File: config.mk
export PLATFORM = sky130hd
export DESIGN_NAME = clk_gen_multiphase
export DESIGN_NICKNAME = d
export VERILOG_FILES = /design/src/rtl/clk_gen_pkg.sv /design/src/rtl/clk_gate_cell.sv /design/src/rtl/clk_gen_multiphase.sv
export SDC_FILE = /design/constraint.sdc
export NUM_CORES = 1
export LEC_CHECK = 0
export BUFFER_PORTS_ARGS = -buffer_cell sky130_fd_sc_hd__buf_4
export CORE_AREA = 3 3 46 68
export CTS_CLUSTER_DIAMETER = 120
export DETAILED_ROUTE_END_ITERATION = 10
export DIE_AREA = 0 0 49 71
export PLACE_DENSITY = 0.56
export SETUP_SLACK_MARGIN = 0.3
export SYNTH_ARGS = -nofsm -noshare
export SYNTH_HDL_FRONTEND = slang
export SYNTH_HIERARCHICAL = 1
export SYNTH_SLANG_ARGS = --single-unit
export TNS_END_PERCENT = 30
File: constraint.sdc
create_clock -name clock_sys_i -period 3.8 [get_ports clock_sys_i]
set_input_delay 0.76 -clock clock_sys_i [delete_from_list [all_inputs] [get_ports clock_sys_i]]
set_output_delay 0.76 -clock clock_sys_i [all_outputs]
set_load 0.03 [all_outputs]
File: src/rtl/clk_gen_pkg.sv
// Shared definitions for the multiphase clock generator.
//   - state_e      : sequencer states (idle, running, draining the current frame)
//   - NPhaseMin/NPhaseLimit : legal bounds for the number of gated phases
//   - clog2        : ceiling log2, used to size the phase-count/index fields
//   - clamp_phases : folds a requested phase count into [NPhaseMin, max_n]
package clk_gen_pkg;

    typedef enum logic [1:0] {
        StIdle,
        StRun,
        StDrain
    } state_e;

    localparam int unsigned NPhaseMin   = 2;
    localparam int unsigned NPhaseLimit = 16;

    function automatic int unsigned clog2(input int unsigned value);
        int unsigned res;
        res = 0;
        while ((32'd1 << res) < value) begin
            res++;
        end
        return res;
    endfunction

    function automatic int unsigned clamp_phases(input int unsigned num,
                                                 input int unsigned max_n);
        if (num < NPhaseMin) begin
            return NPhaseMin;
        end
        if (num > max_n) begin
            return max_n;
        end
        return num;
    endfunction

endpackage

File: src/rtl/clk_gate_cell.sv
// Latch-based integrated clock gate.
//   clk_i  : free-running source clock
//   en_i   : functional enable, sampled while clk_i is low
//   te_i   : test enable, forces the gate open
//   gclk_o : gated clock, clk_i AND latched enable
// The latch is transparent only while clk_i is low, so an enable change during
// the high phase cannot shorten or split the pulse already in flight.
module clk_gate_cell (
    input  logic clk_i,
    input  logic en_i,
    input  logic te_i,
    output logic gclk_o
);

    logic en_lat;

    always_latch begin
        if (!clk_i) begin
            en_lat = en_i | te_i;
        end
    end

    assign gclk_o = clk_i & en_lat;

endmodule

File: src/rtl/clk_gen_multiphase.sv
// Multiphase clock generator: rotates a one-hot enable over a programmable
// number of phases and gates the system clock once per phase per frame.
//   clock_sys_i   : system clock, all flops rising-edge
//   reset_i       : asynchronous active-high reset
//   enable_i      : run request; dropping it lets the current frame finish
//   cfg_num_i     : requested active phase count (clamped to 2..N_PHASE_MAX)
//   cfg_load_i    : strobe capturing cfg_num_i into the pending register
//   cfg_ack_o     : one-cycle pulse after a pending count is applied
//   phase_en_o    : registered one-hot phase enables, zero when idle
//   phase_idx_o   : registered current phase index
//   frame_start_o : registered, high together with phase_en_o[0]
//   clock_phase_o : clock_sys_i gated by phase_en_o[k]
module clk_gen_multiphase
    import clk_gen_pkg::*;
#(
    parameter int unsigned   N_PHASE_MAX  = 4,
    parameter int unsigned   RESET_PHASES = N_PHASE_MAX,
    localparam int unsigned  CNT_W        = clog2(N_PHASE_MAX + 1)
) (
    input  logic                   clock_sys_i,
    input  logic                   reset_i,
    input  logic                   enable_i,
    input  logic [CNT_W-1:0]       cfg_num_i,
    input  logic                   cfg_load_i,
    output logic                   cfg_ack_o,
    output logic [N_PHASE_MAX-1:0] phase_en_o,
    output logic [CNT_W-1:0]       phase_idx_o,
    output logic                   frame_start_o,
    output logic [N_PHASE_MAX-1:0] clock_phase_o
);

    state_e                 state_q, state_d;
    logic [CNT_W-1:0]       idx_q, idx_d;
    logic [CNT_W-1:0]       active_q, active_d;
    logic [CNT_W-1:0]       pend_q, pend_d;
    logic                   pend_vld_q, pend_vld_d;
    logic                   ack_q, ack_d;
    logic [N_PHASE_MAX-1:0] en_q, en_d;
    logic                   frame_q, frame_d;
    // Holds off the first start by one edge after reset release.
    logic                   arm_q;

    logic                   last;
    logic                   apply;
    logic                   cand_vld;
    logic [CNT_W-1:0]       cand_val;
    logic [CNT_W-1:0]       load_val;

    assign last     = (idx_q == active_q - CNT_W'(1));
    assign load_val = CNT_W'(clamp_phases(32'(cfg_num_i), N_PHASE_MAX));

    // State register
    always_ff @(posedge clock_sys_i or posedge reset_i) begin
        if (reset_i) begin
            state_q <= StIdle;
        end else begin
            state_q <= state_d;
        end
    end

    // Next-state and phase index
    always_comb begin
        state_d = state_q;
        idx_d   = idx_q;
        unique case (state_q)
            StIdle: begin
                if (enable_i && arm_q) begin
                    state_d = StRun;
                    idx_d   = '0;
                end
            end
            StRun, StDrain: begin
                // A drained frame ends on its last phase; re-enable resumes in place.
                if (enable_i) begin
                    state_d = StRun;
                end else if (last) begin
                    state_d = StIdle;
                end else begin
                    state_d = StDrain;
                end
                idx_d = last ? '0 : idx_q + CNT_W'(1);
            end
            default: begin
                state_d = StIdle;
                idx_d   = '0;
            end
        endcase
    end

    // Phase-count update: a load on the applying edge bypasses the pending register.
    always_comb begin
        cand_vld   = cfg_load_i | pend_vld_q;
        cand_val   = cfg_load_i ? load_val : pend_q;
        apply      = cand_vld && ((state_q == StIdle) || last);
        active_d   = apply ? cand_val : active_q;
        pend_d     = cand_val;
        pend_vld_d = cand_vld & ~apply;
        ack_d      = apply;
    end

    // Registered outputs derived from the next state
    always_comb begin
        en_d    = '0;
        if (state_d != StIdle) begin
            en_d = N_PHASE_MAX'(1) << idx_d;
        end
        frame_d = en_d[0];
    end

    always_ff @(posedge clock_sys_i or posedge reset_i) begin
        if (reset_i) begin
            idx_q      <= '0;
            active_q   <= CNT_W'(RESET_PHASES);
            pend_q     <= '0;
            pend_vld_q <= 1'b0;
            ack_q      <= 1'b0;
            en_q       <= '0;
            frame_q    <= 1'b0;
            arm_q      <= 1'b0;
        end else begin
            idx_q      <= idx_d;
            active_q   <= active_d;
            pend_q     <= pend_d;
            pend_vld_q <= pend_vld_d;
            ack_q      <= ack_d;
            en_q       <= en_d;
            frame_q    <= frame_d;
            arm_q      <= 1'b1;
        end
    end

    assign cfg_ack_o     = ack_q;
    assign phase_en_o    = en_q;
    assign phase_idx_o   = idx_q;
    assign frame_start_o = frame_q;

    for (genvar k = 0; k < N_PHASE_MAX; k++) begin : g_gate
        clk_gate_cell u_gate (
            .clk_i  (clock_sys_i),
            .en_i   (en_q[k]),
            .te_i   (1'b0),
            .gclk_o (clock_phase_o[k])
        );
    end

endmodule
==> results.cfg, run 1 <==
[run_status]
outcome = complete, no violations

[run]
max_capacitance_violation_count = 0

[cts]
cts.reportedPaths.clkPinSlew_ns = 0.08
cts_tree = built
clock_insertion_delay_at_the_later_pin_of_the_skew_report_ns = 0.36
postCtsSetupRepairBufs = 0

[power]
combPwrFrac_pct = 44.2
switching_share_pct = 40.1
power.clock.fraction_pct = 32.1
sequentialPowerShare_pct = 23.7
vdd_drop_max_mv = 0.478
p_sw_mw = 0.596
cellPowerDensity_mw_per_mm2 = 1100
p_leak_nw = 0.658
internal_cell_power_mw = 0.891
post-layout-total-power_mw = 1.49

[critical_path]
criticalPathCategory = latch to output pin
required_ns = 3.04
timing.reg2reg.worst_path_depth = 1
worst_ep_arrival_time_ns = 2.93
worstSetupStartpointType = latch
crit_path_end_kind = output pin
crit_fanout = 1

[placement]
numPortBuffers = 19
dpl_worst_slack_ns = 0.522
hpwlAfterDp_microns = 1270
gpl.final_weighted_congestion = 0.776

[floorplan]
design.core.area_sq_mm = 0.00268
initial_core_util_pct = 38.1
floorplan.io_pins = 20
die_span_x_microns = 49
chipHeight_microns = 71
floorplan.die_area_sq_mm = 0.00348
rows = 23

[timing]
post-route-worst-setup-slack_ns = 0.110
finalSetupViolCount = 0
relSlewSlack_pct = 55.1
maxSlewViolCount = 0
worst_clock_skew_on_the_final_layout_ns = 0.00439
number_of_hold_violations_in_the_final_report = 0
rsz0062_at_grt = true
tightestPinTransition_ns = 0.673
setup_total_negative_slack_ns = 0
fin_hold_ws_ns = 0.491

[finish]
final.fill_count = 248
area_growth_pct = 32.5
seqCellArea_sq_um = 512
num-nets-final = 127
post_route_cells_drive_above_1_share_pct = 36.5
final_cell_mix = sky130_fd_sc_hd__dfrtp_1, sky130_fd_sc_hd__buf_4, sky130_fd_sc_hd__inv_1
area_taken_by_multi_input_logic_gates_sq_um = 483
insertedDiodeCount = 0

[logic_synthesis]
yosys_most_used_dff = sky130_fd_sc_hd__dfrtp_1
syn-cell-area_sq_mm = 0.00102
synth-edff-count = 0
synth_async_sr_flop_share_pct = 81.8
syn_inst = 86
synthDistinctLibCells = 31
syn_area_per_cell_sq_um = 11.9
ys.warnings.count = 6
ys_ff_latch = 22

[min_path]
min-delay-path-class = primary input to asynchronous set/reset pin

[drt]
detail_route.drc_violations = 0
route.detailed.wl_per_inst_microns = 11.9
routed_wl_microns = 1810
detail-route-antenna-nets = 0
drt_first_pass_iters = 3
drt_iter0_drc = 7
dr_total_vias = 671
post_drt_via_cell_ratio = 4.41

[global_routing]
overflow = 0
first_global_vias = 791
first_pass_grt_wire_length_microns = 3130
grtUsageTotal_pct = 12.2
antenna_found_initial = 0
grt_start_max_net_pins = 19
kinds of logic after synthesis:
| family | synth area share (%) |
|---|---|
| multiplexers | 5.40 |
| flip-flops | 44.3 |
| XOR/XNOR | 4.91 |
| AND/OR/NAND/NOR | 16.0 |
| buffers and inverters | 4.05 |
| other | 0.736 |
| latches | 5.89 |
| AO/OA/AOI/OAI | 13.9 |
| adder cells (fa/ha/maj) | 4.91 |
cell usage after synthesis, types with 2 or more instances:
cell type | count | area share (%)
sky130_fd_sc_hd__xor2_1 | 2 | 1.7
sky130_fd_sc_hd__inv_1 | 9 | 3.3
sky130_fd_sc_hd__nand3_1 | 2 | 0.98
sky130_fd_sc_hd__dlxtn_1 | 4 | 5.9
sky130_fd_sc_hd__nand2_1 | 5 | 1.8
sky130_fd_sc_hd__a311o_1 | 2 | 2.0
sky130_fd_sc_hd__a21oi_1 | 3 | 1.5
sky130_fd_sc_hd__or2_1 | 4 | 2.5
sky130_fd_sc_hd__dfrtp_1 | 17 | 42
sky130_fd_sc_hd__ha_1 | 4 | 4.9
sky130_fd_sc_hd__nor2_1 | 5 | 1.8
sky130_fd_sc_hd__conb_1 | 2 | 0.74
sky130_fd_sc_hd__mux2_2 | 4 | 4.4
sky130_fd_sc_hd__and2_1 | 5 | 3.1
sky130_fd_sc_hd__a21oi_2 | 2 | 1.7
final cells by class:
type                       count  area share (%)
clock buffer                  11            9.91
inverter                       9            2.50
timing repair buffer          15            8.33
clock inverter                 1            2.22
tap                           37            3.43
sequential                    22            37.9
multi-input combinational     57            35.7
through the flow:
stage / instances / cell area (sq um) / utilization (%)
6_report: 152 / 1350 / 50.5
5_1_grt: 152 / 1350 / 50.5
4_1_cts: 152 / 1350 / 50.3
3_5_place_dp: 144 / 1210 / 45.3
3_3_place_gp: 144 / 1210 / 45.3
2_1_floorplan: 89 / 1030 / -
critical path: stages (launching register included):
cell and delay [ns]:
sky130_fd_sc_hd__dlxtn_1 0.39, sky130_fd_sc_hd__and2_4 0.13, sky130_fd_sc_hd__buf_6 0.12
worst paths after layout:
check	startpoint	to	slack, ns
setup / recovery	g_gate[0].u_gate/en_lat	clock_phase_o[0]	0.11
hold / removal	reset_i	cfg_ack_o	0.49
setup reg to reg	phase_en_o[0]	g_gate[0].u_gate/en_lat	1.32
hold reg to reg	pend_vld_q	pend_vld_q	0.50
max in group asynchronous	reset_i	phase_idx_o[2]	2.88
min in group clock_sys_i	pend_vld_q	pend_vld_q	0.50
power groups by stage:
stage                     Combinational (mW)  Clock [mW]  Sequential (mW)
after detailed placement               0.658       0.121            0.357
after CTS                              0.663       0.481            0.353
after global routing                   0.714       0.513            0.363
final                                  0.658       0.477            0.352
after floorplan                        0.472      0.0807            0.407
after global placement                 0.652       0.121            0.355
sequential cells by signal, summed over array words and instances (netlist names):
register	cells
state_q	2
active_q	3
arm_q	1
pend_q	3
pend_vld_q	1
cfg_ack_o	1
phase_en_o	4
phase_idx_o	3
g_gate.u_gate/en_lat	4
routing by layer:
| metal | vias up | share of wire (%) | global-route usage (%) | wire (microns) |
|---|---|---|---|---|
| met4 | 0 | 0 | 8.86 | 0 |
| met2 | 13 | 54 | 20.3 | 981 |
| met1 | 314 | 42 | 11.2 | 765 |
| met3 | 0 | 3.4 | 6.32 | 61 |
| met5 | - | 0 | 0 | 0 |
| li1 | 344 | - | - | - |
timing repair:
action | CTS | global route
endpoints found under the setup margin | 8 | 8
gates resized for setup | 2 | 2
hold buffers | 0 | 0
(Power assumes the default switching activity.)
==> run 2: changes to the inputs <==
BUFFER_PORTS_ARGS = -buffer_cell sky130_fd_sc_hd__buf_2   (was -buffer_cell sky130_fd_sc_hd__buf_4)
RECOVER_POWER = 25   (was default)
==> run 2 against run 1 <==
Net effect:
- cell count did not move
- sequential power barely moved
- largest cell class unchanged
- total power fell by 6.7%
- flip-flop and latch count did not move
- highest routed layer is now met4
- largest power group unchanged
- first-iteration DRC count fell by 14%
- worst setup slack got worse by 0.038 ns
==> results.cfg, run 2 (synthesized netlist as in run 1, its figures left out) <==
[drt]
routed_wl_microns = 1830
post_drt_via_cell_ratio = 4.57
dr_total_vias = 695
drt_first_pass_iters = 2
detail_route.drc_violations = 0
route.detailed.wl_per_inst_microns = 12.0
drt_iter0_drc = 6
detail-route-antenna-nets = 0

[run_status]
outcome = complete, no violations

[timing]
maxSlewViolCount = 0
finalSetupViolCount = 0
tightestPinTransition_ns = 0.681
setup_total_negative_slack_ns = 0
worst_clock_skew_on_the_final_layout_ns = 0.00112
rsz0062_at_grt = true
number_of_hold_violations_in_the_final_report = 0
relSlewSlack_pct = 54.5
fin_hold_ws_ns = 0.486

[global_routing]
grt_start_max_net_pins = 19
first_global_vias = 775
antenna_found_initial = 0
first_pass_grt_wire_length_microns = 3060
overflow = 0
grtUsageTotal_pct = 12.0

[critical_path]
required_ns = 3.04
crit_path_max_incr_delay_ns = 0.38
crit_path_end_kind = output pin
cpLargestDelayFamily = latches
worstSetupStartpointType = latch
crit_slowest_cell = sky130_fd_sc_hd__dlxtn_1
crit_fanout = 1
critical_path.n_buffers_inverters = 1
criticalPathCategory = latch to output pin
timing.critical_path.cells = and2_1 > buf_2
worst_ep_arrival_time_ns = 2.97

[finish]
insertedDiodeCount = 0
area_taken_by_multi_input_logic_gates_sq_um = 483
seqCellArea_sq_um = 512
post_route_cells_drive_above_1_share_pct = 34.8
final_cell_mix = sky130_fd_sc_hd__dfrtp_1, sky130_fd_sc_hd__buf_2, sky130_fd_sc_hd__inv_1
layout.cells.most_common = sky130_fd_sc_hd__dfrtp_1
area_growth_pct = 25.6
final.fill_count = 257
num-nets-final = 127

[floorplan]
die_span_x_microns = 49
initial_core_util_pct = 38.1
chipHeight_microns = 71
design.core.area_sq_mm = 0.00268
rows = 23
floorplan.io_pins = 20
floorplan.die_area_sq_mm = 0.00348

[power]
cellPowerDensity_mw_per_mm2 = 1080
p_leak_nw = 0.634
post-layout-total-power_mw = 1.39
vdd_drop_max_mv = 0.531

[cts]
cts.reportedPaths.clkPinSlew_ns = 0.07
cts_tree = built
holdBufCountCts = 0
clock_insertion_delay_at_the_later_pin_of_the_skew_report_ns = 0.36

[placement]
hpwlAfterDp_microns = 1310
gpl.final_weighted_congestion = 0.783
numPortBuffers = 19

[min_path]
min-delay-path-class = primary input to asynchronous set/reset pin

[run]
max_capacitance_violation_count = 0
[run 2: changes by cell type in the layout (fill, tap and decap cells not counted), sizes merged]
cell    delta
buf        -1
clkbuf     +1
clkinv     +1
bufinv     -1
[run 2: final cells by class]
type | count | share of cell area, %
Clock buffer | 11 | 10.1
Clock inverter | 1 | 0.293
Inverter | 9 | 2.64
Multi-Input combinational cell | 57 | 37.7
Sequential cell | 22 | 39.9
Tap cell | 37 | 3.61
Timing Repair Buffer | 15 | 5.76
[run 2: through the flow]
stage / area (sq um) / setup slack [ns] / util, % / std cells
after global placement: 1160 / 0.498 / 43.5 / 144
final: 1280 / 0.0721 / 47.9 / 152
after floorplan: 1030 / 0.493 / - / 89
after global routing: 1280 / 0.0185 / 47.9 / 152
after detailed placement: 1160 / 0.489 / 43.5 / 144
after CTS: 1270 / 0.0634 / 47.6 / 152
[run 2: power by group]
group | internal [mW] | switching (mW)
clock | 0.221 | 0.174
combinational | 0.272 | 0.370
sequential | 0.302 | 0.0486
[run 2: routing by layer]
| metal | share of wire, % | global-route usage (%) | up-vias | wire length (microns) |
|---|---|---|---|---|
| met2 | 54 | 19.4 | 15 | 996 |
| met5 | 0 | 0 | - | 0 |
| met4 | 2.4 | 8.86 | 0 | 43 |
| li1 | - | - | 345 | - |
| met3 | 3.2 | 6.53 | 5 | 59 |
| met1 | 40 | 11.4 | 330 | 729 |
[run 2: what timing repair did]
action                                  CTS  global route
setup buffers                             0             0
endpoints found under the setup margin    8             8
resized for setup                         3             4
[run 2: path summary, 6_finish.rpt]
check                                         from                       to  slack, ns  cells after the start
max reg2reg                          phase_en_o[0]  g_gate[0].u_gate/en_lat       1.33                      1
min reg2reg                             pend_vld_q               pend_vld_q       0.49                      2
max in group asynchronous                  reset_i               state_q[0]       2.88                      2
min in group clock_sys_i                pend_vld_q               pend_vld_q       0.49                      2
min                                        reset_i                pend_q[1]       0.49                      2
max                        g_gate[0].u_gate/en_lat         clock_phase_o[0]       0.07                      2
